<file path="config.mk">
export PLATFORM = sky130hd
export DESIGN_NAME = serial_out_loader
export DESIGN_NICKNAME = d
export VERILOG_FILES = /design/src/rtl/serial_out_pkg.sv /design/src/rtl/pace_counter.sv /design/src/rtl/serial_out_loader.sv
export SDC_FILE = /design/constraint.sdc
export NUM_CORES = 1
export LEC_CHECK = 0
export ABC_CLOCK_PERIOD_IN_PS = 6300
export BUFFER_PORTS_ARGS = -buffer_cell sky130_fd_sc_hd__buf_2
export CAP_MARGIN = 20
export CORE_MARGIN = 3
export CORE_UTILIZATION = 25
export DETAILED_ROUTE_END_ITERATION = 8
export GPL_TIMING_DRIVEN = 0
export HOLD_SLACK_MARGIN = 0.02
export REMOVE_ABC_BUFFERS = 1
export SETUP_SLACK_MARGIN = 0.3
export SYNTH_ARGS = -nofsm -noshare
export SYNTH_HDL_FRONTEND = slang
export SYNTH_SLANG_ARGS = --single-unit
</file>
<file path="constraint.sdc">
create_clock -name clk_i -period 6.3 [get_ports clk_i]
set_clock_uncertainty 0.05 [all_clocks]
set_input_delay 0 -clock clk_i [delete_from_list [all_inputs] [get_ports clk_i]]
set_output_delay 0 -clock clk_i [all_outputs]
set_load 0.1 [all_outputs]
</file>
<file path="src/rtl/serial_out_pkg.sv">
// serial_out_pkg: shared constants and FSM encoding for the serial_out_loader sequencer
//   CMD_FREQ / CMD_DATA : packet command bytes
//   OFS_*               : byte offsets inside a packet (byte 0 is sent first)
//   state_e             : sequencer FSM states
package serial_out_pkg;

    localparam logic [7:0] CMD_FREQ = 8'h0A;
    localparam logic [7:0] CMD_DATA = 8'h0B;

    localparam int OFS_CMD  = 0;
    localparam int OFS_WORD = 1;
    localparam int OFS_ARG0 = 5;
    localparam int OFS_ARG1 = 6;
    localparam int OFS_HDR  = 7;

    typedef enum logic [2:0] {
        IDLE,
        LOAD,
        SEND,
        BGAP,
        PGAP,
        FETCH,
        CAPT,
        DONE
    } state_e;

endpackage

</file>
<file path="src/rtl/pace_counter.sv">
// pace_counter: loadable down-counter that pauses the sequencer between bytes and packets
//   clk_i, rst_ni : clock, asynchronous active-low reset
//   load_i, val_i : load val_i; the counter then stays expire-free for val_i cycles
//   en_i          : decrement while non-zero
//   expire_o      : count has reached zero
module pace_counter #(
    parameter int W = 8
) (
    input  logic         clk_i,
    input  logic         rst_ni,
    input  logic         load_i,
    input  logic         en_i,
    input  logic [W-1:0] val_i,
    output logic         expire_o
);

    logic [W-1:0] cnt_q, cnt_d;

    always_comb begin
        cnt_d = load_i ? val_i : (en_i && cnt_q != '0) ? cnt_q - 1'b1 : cnt_q;
    end

    always_ff @(posedge clk_i or negedge rst_ni) begin
        if (!rst_ni) cnt_q <= '0;
        else         cnt_q <= cnt_d;
    end

    assign expire_o = cnt_q == '0;

endmodule

</file>
<file path="src/rtl/serial_out_loader.sv">
// serial_out_loader: emits one FREQ packet then one DATA packet per channel as a paced byte stream
//   clk_i, rst_ni                  : clock, asynchronous active-low reset
//   start_i, abort_i               : start a sequence when idle / return to idle at once
//   freq_pattern_i, low/high_period_i : FREQ packet payload, latched at start
//   ch_rd_o, ch_addr_o             : channel table read port (data one cycle later)
//   ch_pattern_i, ch_ctrl_i        : channel table word {pattern}, {mode,stop,start}
//   data_o, tx_tick_o              : packet byte and its 1-cycle strobe
//   busy_o, done_tick_o            : sequence running / full sequence sent
module serial_out_loader
    import serial_out_pkg::*;
#(
    parameter int DATA_BIT   = 32,
    parameter int PACK_NUM   = 9,
    parameter int OUTPUT_NUM = 16,
    parameter int BYTE_GAP   = 4,
    parameter int PACK_GAP   = 8
) (
    input  logic                clk_i,
    input  logic                rst_ni,
    input  logic                start_i,
    input  logic                abort_i,
    input  logic [DATA_BIT-1:0] freq_pattern_i,
    input  logic [7:0]          low_period_i,
    input  logic [7:0]          high_period_i,
    output logic                ch_rd_o,
    output logic [3:0]          ch_addr_o,
    input  logic [DATA_BIT-1:0] ch_pattern_i,
    input  logic [2:0]          ch_ctrl_i,
    output logic [7:0]          data_o,
    output logic                tx_tick_o,
    output logic                busy_o,
    output logic                done_tick_o
);

    localparam int PW = PACK_NUM * 8;
    // SEND itself is one of the gap cycles, and FETCH+CAPT take two more before the next SEND;
    // the final packet has no FETCH/CAPT, so its gap is one cycle longer to land DONE on time.
    localparam logic [7:0] BG_LD  = 8'(BYTE_GAP - 2);
    localparam logic [7:0] PG_MID = 8'(PACK_GAP - 4);
    localparam logic [7:0] PG_END = 8'(PACK_GAP - 3);

    state_e                state_q;
    logic [DATA_BIT-1:0]   freq_q;
    logic [7:0]            low_q, high_q;
    logic [PW-1:0]         buf_q, freq_pkt, data_pkt;
    logic [3:0]            byte_idx_q;
    logic [4:0]            ch_idx_q;
    logic [7:0]            data_q;
    logic                  tx_tick_q, busy_q, done_q, ch_rd_q;
    logic [3:0]            ch_addr_q;
    logic                  last_byte, all_sent, gap_exp;
    logic [7:0]            gap_val;

    assign last_byte = byte_idx_q == 4'(PACK_NUM - 1);
    assign all_sent  = ch_idx_q == 5'(OUTPUT_NUM);
    assign gap_val   = !last_byte ? BG_LD : all_sent ? PG_END : PG_MID;

    always_comb begin
        freq_pkt = '0;
        freq_pkt[PW-1 -: OFS_HDR*8] = {CMD_FREQ, freq_q, low_q, high_q};
        data_pkt = '0;
        data_pkt[PW-1 -: OFS_HDR*8] = {CMD_DATA, ch_pattern_i, 4'h0, ch_idx_q[3:0], 5'h0, ch_ctrl_i};
    end

    pace_counter #(.W(8)) u_pace (
        .clk_i   (clk_i),
        .rst_ni  (rst_ni),
        .load_i  (state_q == SEND),
        .en_i    (state_q == BGAP || state_q == PGAP),
        .val_i   (gap_val),
        .expire_o(gap_exp)
    );

    always_ff @(posedge clk_i or negedge rst_ni) begin
        if (!rst_ni) begin
            state_q    <= IDLE;
            freq_q     <= '0;
            low_q      <= '0;
            high_q     <= '0;
            buf_q      <= '0;
            byte_idx_q <= '0;
            ch_idx_q   <= '0;
            data_q     <= '0;
            tx_tick_q  <= 1'b0;
            busy_q     <= 1'b0;
            done_q     <= 1'b0;
            ch_rd_q    <= 1'b0;
            ch_addr_q  <= '0;
        end else begin
            tx_tick_q <= 1'b0;
            done_q    <= 1'b0;
            ch_rd_q   <= 1'b0;
            if (abort_i) begin
                state_q <= IDLE;
                busy_q  <= 1'b0;
            end else begin
                case (state_q)
                    IDLE: if (start_i) begin
                        freq_q     <= freq_pattern_i;
                        low_q      <= low_period_i;
                        high_q     <= high_period_i;
                        byte_idx_q <= '0;
                        ch_idx_q   <= '0;
                        busy_q     <= 1'b1;
                        state_q    <= LOAD;
                    end
                    LOAD: begin
                        data_q    <= freq_pkt[PW-1 -: 8];
                        buf_q     <= freq_pkt << 8;
                        tx_tick_q <= 1'b1;
                        state_q   <= SEND;
                    end
                    SEND: begin
                        byte_idx_q <= last_byte ? 4'd0 : byte_idx_q + 4'd1;
                        if (!last_byte) state_q <= BGAP;
                        else if (all_sent || PACK_GAP > 3) state_q <= PGAP;
                        else begin
                            ch_rd_q   <= 1'b1;
                            ch_addr_q <= ch_idx_q[3:0];
                            state_q   <= FETCH;
                        end
                    end
                    BGAP: if (gap_exp) begin
                        data_q    <= buf_q[PW-1 -: 8];
                        buf_q     <= buf_q << 8;
                        tx_tick_q <= 1'b1;
                        state_q   <= SEND;
                    end
                    PGAP: if (gap_exp) begin
                        if (all_sent) begin
                            done_q  <= 1'b1;
                            state_q <= DONE;
                        end else begin
                            ch_rd_q   <= 1'b1;
                            ch_addr_q <= ch_idx_q[3:0];
                            state_q   <= FETCH;
                        end
                    end
                    FETCH: state_q <= CAPT;
                    CAPT: begin
                        data_q    <= data_pkt[PW-1 -: 8];
                        buf_q     <= data_pkt << 8;
                        ch_idx_q  <= ch_idx_q + 5'd1;
                        tx_tick_q <= 1'b1;
                        state_q   <= SEND;
                    end
                    DONE: begin
                        busy_q  <= 1'b0;
                        state_q <= IDLE;
                    end
                    default: state_q <= IDLE;
                endcase
            end
        end
    end

    assign data_o      = data_q;
    assign tx_tick_o   = tx_tick_q;
    assign busy_o      = busy_q;
    assign done_tick_o = done_q;
    assign ch_rd_o     = ch_rd_q;
    assign ch_addr_o   = ch_addr_q;

endmodule

</file>
# After elaboration in Yosys (flattened, before gate mapping)
# Index checks and enable logic that the tools add are counted.
# W data, S select, Z words.
[op_classes]
add_sub_neg = 3
n_eq_ne = 14
muxes = 34
bitwise = 2
n_reduce_logical = 18
[op_table]
columns = ["cell", "count"]
rows = [
  ["$pmux W72 S3", 1],
  ["$mux W72", 1],
  ["$mux W8", 3],
  ["$pmux W8 S3", 1],
  ["$pmux W3 S7", 1],
  ["$mux W3", 6],
  ["$reduce_and A3 Y1", 5],
  ["$mux W1", 13],
  ["$eq A3 B3 Y1 const B", 4],
  ["$pmux W5 S2", 1],
  ["$ne A3 B3 Y1 const B", 3],
  ["$logic_not A8 Y1", 1],
  ["$mux W4", 2],
  ["$pmux W4 S2", 1],
  ["$reduce_bool A8 Y1", 1],
  ["$sub A8 B1 Y8 const B", 1],
  ["$eq A3 B2 Y1 const B", 2],
  ["$reduce_bool A2 Y1", 3],
  ["$reduce_bool A3 Y1", 2],
  ["$add A5 B1 Y5 const B", 1],
  ["$eq A5 B5 Y1 const B", 1],
  ["$mux W5", 1],
  ["$add A4 B1 Y4 const B", 1],
  ["$eq A4 B4 Y1 const B", 1],
  ["other kinds (11)", 14],
]
[word_totals]
regBits = 156
out_inout_bits = 16
elab_cells = 85

# Logic depth before layout (Yosys ltp)
# Gate-level depths: netlist of the first run.
[depth]
word_depth = 5
depth_mapped = 8
ltp_nobuf = 6

# By module
# A second synthesis of the first run with hierarchy kept.
[hier_totals]
hier_cells = 655
hier_area_um2 = 6734.0
[by_module_without_submodules]
columns = ["mod", "n_inst", "cells_per_inst", "area_per_inst_um2", "seq_area_each_um2"]
rows = [
  ["serial_out_loader", 1, 597, 6206.0, 3103.0],
  ["pace_counter", 1, 58, 528.0, 200.2],
]

# Least setup slack after synthesis of the first run
# No wires, ideal clock.
[synth_timing]
path_kind = "reg2reg"
startpoint = "register u_pace.cnt_q[0]"
endpoint = "register buf_q[38]"
arrival_time_ps = 2115
setup_slack_ps = 4007
path_stages_with_launch = 8
path_buffers = 1
cell_sequence = "dfrtp_1 inv_1 ha_1 or3b_2 or2_4 o41ai_4 buf_4 mux2_1"
[synth_between]
elab_chain_len = 3
[synth_rtl]
columns = ["item", "line_no", "text"]
rows = [
  ["from (decl)", "pace_counter.sv:17", "logic [W-1:0] cnt_q, cnt_d;"],
  ["from (signal assigned)", "pace_counter.sv:25", "else cnt_q <= cnt_d;"],
  ["$logic_not A8 Y1", "pace_counter.sv:28", "assign expire_o = cnt_q == '0;"],
  ["$ne A2 B2 Y1 (no source line)", "n/a", ""],
  ["$reduce_and A3 Y1 (no source line)", "n/a", ""],
  ["to (signal assigned)", "serial_out_loader.sv:109", "buf_q <= freq_pkt << 8;"],
  ["to (signal assigned)", "serial_out_loader.sv:125", "buf_q <= buf_q << 8;"],
  ["to (signal assigned)", "serial_out_loader.sv:142", "buf_q <= data_pkt << 8;"],
  ["to (decl)", "serial_out_loader.sv:45", "logic [PW-1:0] buf_q, freq_pkt, data_pkt;"],
]
# Every way passes these cells.
# A chain may end at the register's enable or synchronous reset.

# Final worst setup path of the first run
[layout_timing]
startpoint = "register u_pace.cnt_q[0]"
endpoint = "register buf_q[64]"
# Same word-level chain as after synthesis.

==> results_dict.tcl, run 1 <==
set metrics [dict create \
    status "completed" \
    hold_path.class "in2reg" \
    final_layout_size_suffix_gt1_share_pct 19.7 \
    gr-total-overflow 0 \
    ir_drop_uv 150 \
    setup_viol 0 \
    finalCriticalPeriod_ns 3.08 \
    cts-htree-levels 4 \
    synthTopCellsByArea "dfrtp_1 (53%), nand2_1 (9.7%), mux2i_1 (7.8%)" \
    finalHoldViolCount 0 \
    die_w_um 163 \
    worstMarginPinSlew_ns 0.957 \
    crit_path_start_kind "flop" \
    cts_sinks 132 \
    hold_depth 4 \
    vias 5008 \
    clock_path_buffers 2 \
    antenna_found_initial 0 \
    setup_ws_ns 3.22 \
    endpoint_kind "flop" \
    cp_max_fo 10 \
    yosys_most_used_dff "dfrtp_1" \
    cts_tree "done" \
    io_pins 103 \
    drc 0 \
    ys_warn_count 0 \
    hold_path_end "buf_q[42]" \
    async_flop_share_pct 100 \
    syn2layout_area_growth_pct 39.1 \
    syn_area_sq_um 6190 \
    synth-edff-count 0 \
    synthDistinctLibCells 48 \
    core_area_sq_um 23900 \
    grt_pass1_wl_mm 27.3 \
    synth_top_cell_by_area "dfrtp_1" \
    avgSynthCellArea_sq_um 9.93 \
    viasPerCell 4.42 \
    chipHeight_um 163 \
    grt_max_degree 72 \
    synth_top_area_share_pct 53.3 \
    pre_cts_slack_ns 3.21 \
    multi_input_area_sq_um 2500 \
    p_leak_nw 4.12 \
    grt_pass1_vias 5130 \
    tns_ns 0 \
    fillers 2412 \
    dpl.hpwl_mm 10.5 \
    worstHoldStart "ch_pattern_i[2]" \
    clk_pin_slew_ns 0.06 \
    netlist_instances 624 \
    power_density_nw_per_um2 349 \
    max-cap-violations 0 \
    grt_usage_pct 13.1 \
    totalWireLength_mm 16.9 \
    port_buffers 102 \
    dieArea_sq_um 26700 \
    place_congestion 0.741 \
    max_slew_margin_pct 36.2 \
    critPathKind "reg2reg" \
    r2r_slack_ns 3.22 \
    ff_latch_area_sq_um 3300 \
    num-nets-final 894 \
    clk-insertion-delay-late_ns 0.41 \
    start_util_pct 25.9 \
    numCtsBuffers 17 \
    cts_setup_buffers 0 \
    seq_area_frac_synth_pct 53.3 \
    firstDrtPassIters 4 \
    reg2reg_depth 10 \
    drv_slew 0 \
    r2r_end "buf_q[64]" \
    fmax_mhz 325 \
    rsz0062_at_grt "false" \
    rr_startpoint "u_pace.cnt_q[0]" \
    crit_required_ns 6.58 \
    clk_root_buffer_cell "clkbuf_16" \
    arrival_ns 3.36 \
    drtIter0Drc 326 \
    final.period_utilization_pct 48.8 \
    rows 56 \
    wl_per_cell_um 14.9 \
    postRouteAntennaNets 0 \
    ys_ff_latch 132 \
]
state kept, by name (all words and copies together) (netlist names), 4 cells and up:
signal,flops
ch_addr_o,4
buf_q,48
low_q,8
u_pace.cnt_q,8
freq_q,32
data_o,8
byte_idx_q,4
ch_idx_q,5
high_q,8
Yosys cell counts (2+ instances only):
cell type	n
mux2_4	4
nor2_1	10
o311ai_0	2
nor3b_1	3
nor4b_1	2
and2_1	2
nand4_1	3
dfrtp_1	132
buf_2	3
nand3_1	5
nand2b_1	5
o21ai_0	10
or3b_2	2
inv_1	56
mux2i_1	48
xor2_1	2
clkbuf_1	31
ha_1	6
nand2_1	160
buf_4	2
a21oi_1	42
a22o_1	45
and3b_1	3
nor4bb_1	2
o31ai_1	6
or3_1	5
buf_6	4
mux2_1	9
placed cells by master (no fill, tap or decap), drive strengths merged, types with 6 or more instances in the layout:
cell,instances
dfrtp,132
o31ai,6
o21ai,10
a22o,45
mux2i,48
dlygate4sd3,85
a21oi,42
mux2,14
buf,114
nand2,160
inv,57
nor2,10
clkinv,6
clkbuf,19
ha,6
area by class of cell:
cell class | instances | share of cell area [%]
clock buffers | 19 | 5.14
multi-input cells | 395 | 29.0
clock inverters | 13 | 2.11
inverters | 56 | 2.44
well taps | 319 | 4.63
repair buffers | 199 | 18.3
flip-flops and latches | 132 | 38.4
diodes | 1 | 0.0291
what timing repair did:
action,CTS,global route
endpoints found under the setup margin,0,0
gates resized for setup,0,0
hold buffers,85,0
endpoints found under the hold margin,148,0
report_power, final:
| part | internal, W | switching (W) |
|---|---|---|
| Clock | 0.000673 | 0.000387 |
| Sequential | 0.00111 | 0.000145 |
| Combinational | 0.000314 | 0.000380 |
| Total | 0.00210 | 0.000911 |
kinds of logic (layout without fill, tap and decap cells):
group / count (synthesis) / in the layout / synth area share, %
xor gates and xnor gates: 3 / 3 / 0.424
AOI/OAI and AO/OA: 115 / 115 / 13.2
and+or+nand+nor: 209 / 209 / 14.7
buffers and inverters: 97 / 287 / 6.55
adders and majority gates: 6 / 6 / 1.21
DFF: 132 / 132 / 53.3
other: 0 / 1 / 0
muxes: 62 / 62 / 10.5
routing by layer:
layer / vias to the layer above / GRT usage (%) / routed length (um)
met4: 0 / 4.15 / 221
met5: - / 0 / 0
li1: 2462 / - / -
met2: 111 / 22.4 / 8130
met3: 14 / 2.87 / 583
met1: 2421 / 16.6 / 7980
metrics by stage:
stage	cell area, sq um	std cells	total power (W)	utilization (%)	hold slack [ns]
after global routing	8610	1133	0.00320	36.0	0.0726
after detailed placement	7130	1016	0.00193	29.9	-0.0180
final	8610	1134	0.00301	36.0	0.0381
after global placement	6910	1004	0.00190	28.9	0.141
after CTS	8610	1133	0.00306	36.0	0.0340
after floorplan	6000	583	0.00172	-	-0.346
worst max-delay path by stage:
stage,start,endpoint,slack [ns],depth (start not counted)
after floorplan,u_pace.cnt_q[0],buf_q[24],1.94,6
after detailed placement,u_pace.cnt_q[0],buf_q[71],3.21,10
after global routing,u_pace.cnt_q[0],buf_q[48],3.01,10
after global placement,state_q[2],buf_q[33],0.002,4
final,u_pace.cnt_q[0],buf_q[64],3.22,10
after CTS,u_pace.cnt_q[0],buf_q[71],3.19,10
critical path: stages (launching register included):
cell and delay, ns:
dfrtp_1 0.38, inv_1 0.12, ha_1 0.15, or3b_2 0.45, or2_4 0.28, o41ai_4 0.60, buf_6 0.27, buf_6 0.17
buf_8 0.17, buf_8 0.17, mux2i_1 0.19
No activity file was read; power rests on OpenSTA's default activity.
==> run 2, diff against run 1 <==
- ABC_CLOCK_PERIOD_IN_PS: 6300 -> 2700
- clock period: 6.3 -> 2.7 ns (I/O delays scaled with it)
==> results_dict.tcl, run 2 (synthesized netlist as in run 1, its figures left out) <==
set metrics [dict create \
    dieArea_sq_um 26700 \
    clockPowerShare_pct 33.7 \
    cp-endpoint "buf_q[68]" \
    p_comb_share_pct 26.2 \
    gr-total-overflow 0 \
    port_buffers 102 \
    final.period_utilization_pct 91.4 \
    largest_register_ffs 48 \
    cp_max_fo 5 \
    p_sw_share_pct 30.2 \
    arrival_ns 2.75 \
    crit_path_max_incr_delay_ns 0.56 \
    clk_root_buffer_cell "clkbuf_16" \
    final_common_cell "nand2_1" \
    p_int_w 0.00512 \
    clk_pin_slew_ns 0.06 \
    totalWireLength_mm 17.9 \
    max_slew_margin_pct 33.7 \
    dpl.hpwl_mm 10.5 \
    clock_path_buffers 2 \
    largest_register "buf_q" \
    viasPerCell 4.46 \
    grt_usage_pct 13.8 \
    rr_startpoint "u_pace.cnt_q[6]" \
    cts-htree-levels 4 \
    crit_required_ns 2.98 \
    drtIter0Drc 330 \
    hold_path.class "in2reg" \
    final_layout_size_suffix_gt1_share_pct 24.5 \
    power_switching_w 0.00221 \
    place_congestion 0.741 \
    layout_common_cells "nand2_1 (159), dfrtp_1 (128), buf_2 (101)" \
    setup_viol 0 \
    grt_pass1_wl_mm 28.6 \
    cp_common_cell "buf_12" \
    clk-insertion-delay-late_ns 0.41 \
    power_density_nw_per_um2 807 \
    wl_per_cell_um 15.3 \
    finalHoldViolCount 0 \
    drc 0 \
    rsz0062_at_grt "true" \
    io_pins 103 \
    num-nets-final 933 \
    postRouteAntennaNets 0 \
    timing.critical_path.buf_inv 6 \
    numCtsBuffers 17 \
    worstMarginPinSlew_ns 0.994 \
    crit_cells 10 \
    grt_max_degree 72 \
    status "completed" \
    cp_cell_sequence "or4_4 > or2_4 > o41ai_4 > buf_4 > buf_6 > buf_8 > buf_12 > buf_12 > buf_12 > mux2i_1" \
    cp-startpoint "u_pace.cnt_q[6]" \
    start_util_pct 25.9 \
    chipHeight_um 163 \
    core_area_sq_um 23900 \
    finalCriticalPeriod_ns 2.47 \
    placed_cell_area_sq_um 7130 \
    max-cap-violations 0 \
    die_w_um 163 \
    fmax_mhz 405 \
    seqPwrFrac_pct 40.0 \
    cp_top_family "simple AND/OR/NAND/NOR gates" \
    largestRegisters "buf_q (48), freq_q (32)" \
    cts_tree "done" \
    crit_path_start_kind "flop" \
    rows 56 \
    hold_depth 4 \
    cts_sinks 132 \
    r2r_slack_ns 0.23 \
    reg2reg_depth 10 \
    ir_drop_uv 351 \
    drv_slew 0 \
    critPathKind "reg2reg" \
    antenna_found_initial 0 \
    p_leak_nw 4.36 \
    grt_pass1_vias 5272 \
    tns_ns 0 \
    fillers 2371 \
    firstDrtPassIters 4 \
    syn2layout_area_growth_pct 46.7 \
    design_area_sq_um 9090 \
    endpoint_kind "flop" \
    vias 5239 \
    r2r_end "buf_q[68]" \
    cpMaxStageDelayCell "or4_4" \
]
-- run 2: area by class of cell --
type	instances	area (sq um)	area share (%)
antenna	2	5.00	0.0551
clock buffer	19	443	4.87
clock inverter	13	181	2.00
inverter	56	210	2.31
multi-input combinational	396	2550	28.1
sequential	132	3310	36.4
tap	319	399	4.39
timing repair buffer	237	1990	21.9
-- run 2: tightest hold or removal path, delay by kind of cell --
family | cells | cell delay, ns
multiplexers | 1 | 0.12
buffers and inverters | 1 | 0.09
AO/OA/AOI/OAI | 2 | 0.24
-- run 2: timing repair --
action / 4_1_cts / 5_1_grt
pin swaps: 4 / 2
setup endpoints to repair: 69 / 67
resized for setup: 18 / 10
endpoints found under the hold margin: 148 / 0
setup buffers: 33 / 4
hold buffers: 85 / 0
gates cloned: 2 / 0
-- run 2: worst min-delay path by stage --
stage	from	end	slack, ns
after floorplan	rst_ni	buf_q[24]	-0.35
after global placement	high_period_i[5]	high_q[5]	0.14
after global routing	ch_pattern_i[2]	buf_q[42]	0.07
after CTS	ch_pattern_i[2]	buf_q[42]	0.03
after detailed placement	rst_ni	byte_idx_q[0]	-0.02
final	ch_pattern_i[2]	buf_q[42]	0.04
-- run 2: power by group through the flow --
stage / sequential [W] / clock [W] / combinational (W)
2_1_floorplan: 0.00302 / 0 / 0.000985
3_3_place_gp: 0.00295 / 0 / 0.00148
3_5_place_dp: 0.00296 / 0 / 0.00154
4_1_cts: 0.00293 / 0.00256 / 0.00188
5_1_grt: 0.00302 / 0.00263 / 0.00214
6_report: 0.00293 / 0.00247 / 0.00192
-- run 2: metal layers --
layer | GRT usage (%) | vias to the layer above | wire length, um
li1 | - | 2551 | -
met1 | 17.6 | 2566 | 8250
met2 | 23.2 | 106 | 8730
met3 | 2.92 | 16 | 618
met4 | 4.50 | 0 | 318
met5 | 0 | - | 0
-- run 2: per-stage QoR --
stage | instances | utilization [%] | worst slack, ns | hold slack, ns | power [W]
floorplan | 583 | - | -1.66 | -0.346 | 0.00401
global placement | 1004 | 28.9 | -3.60 | 0.141 | 0.00443
detailed placement | 1016 | 29.9 | -0.387 | -0.0180 | 0.00450
CTS | 1168 | 37.7 | 0.145 | 0.0340 | 0.00738
global route | 1172 | 38.0 | 0.124 | 0.0732 | 0.00779
finish | 1174 | 38.0 | 0.231 | 0.0411 | 0.00733
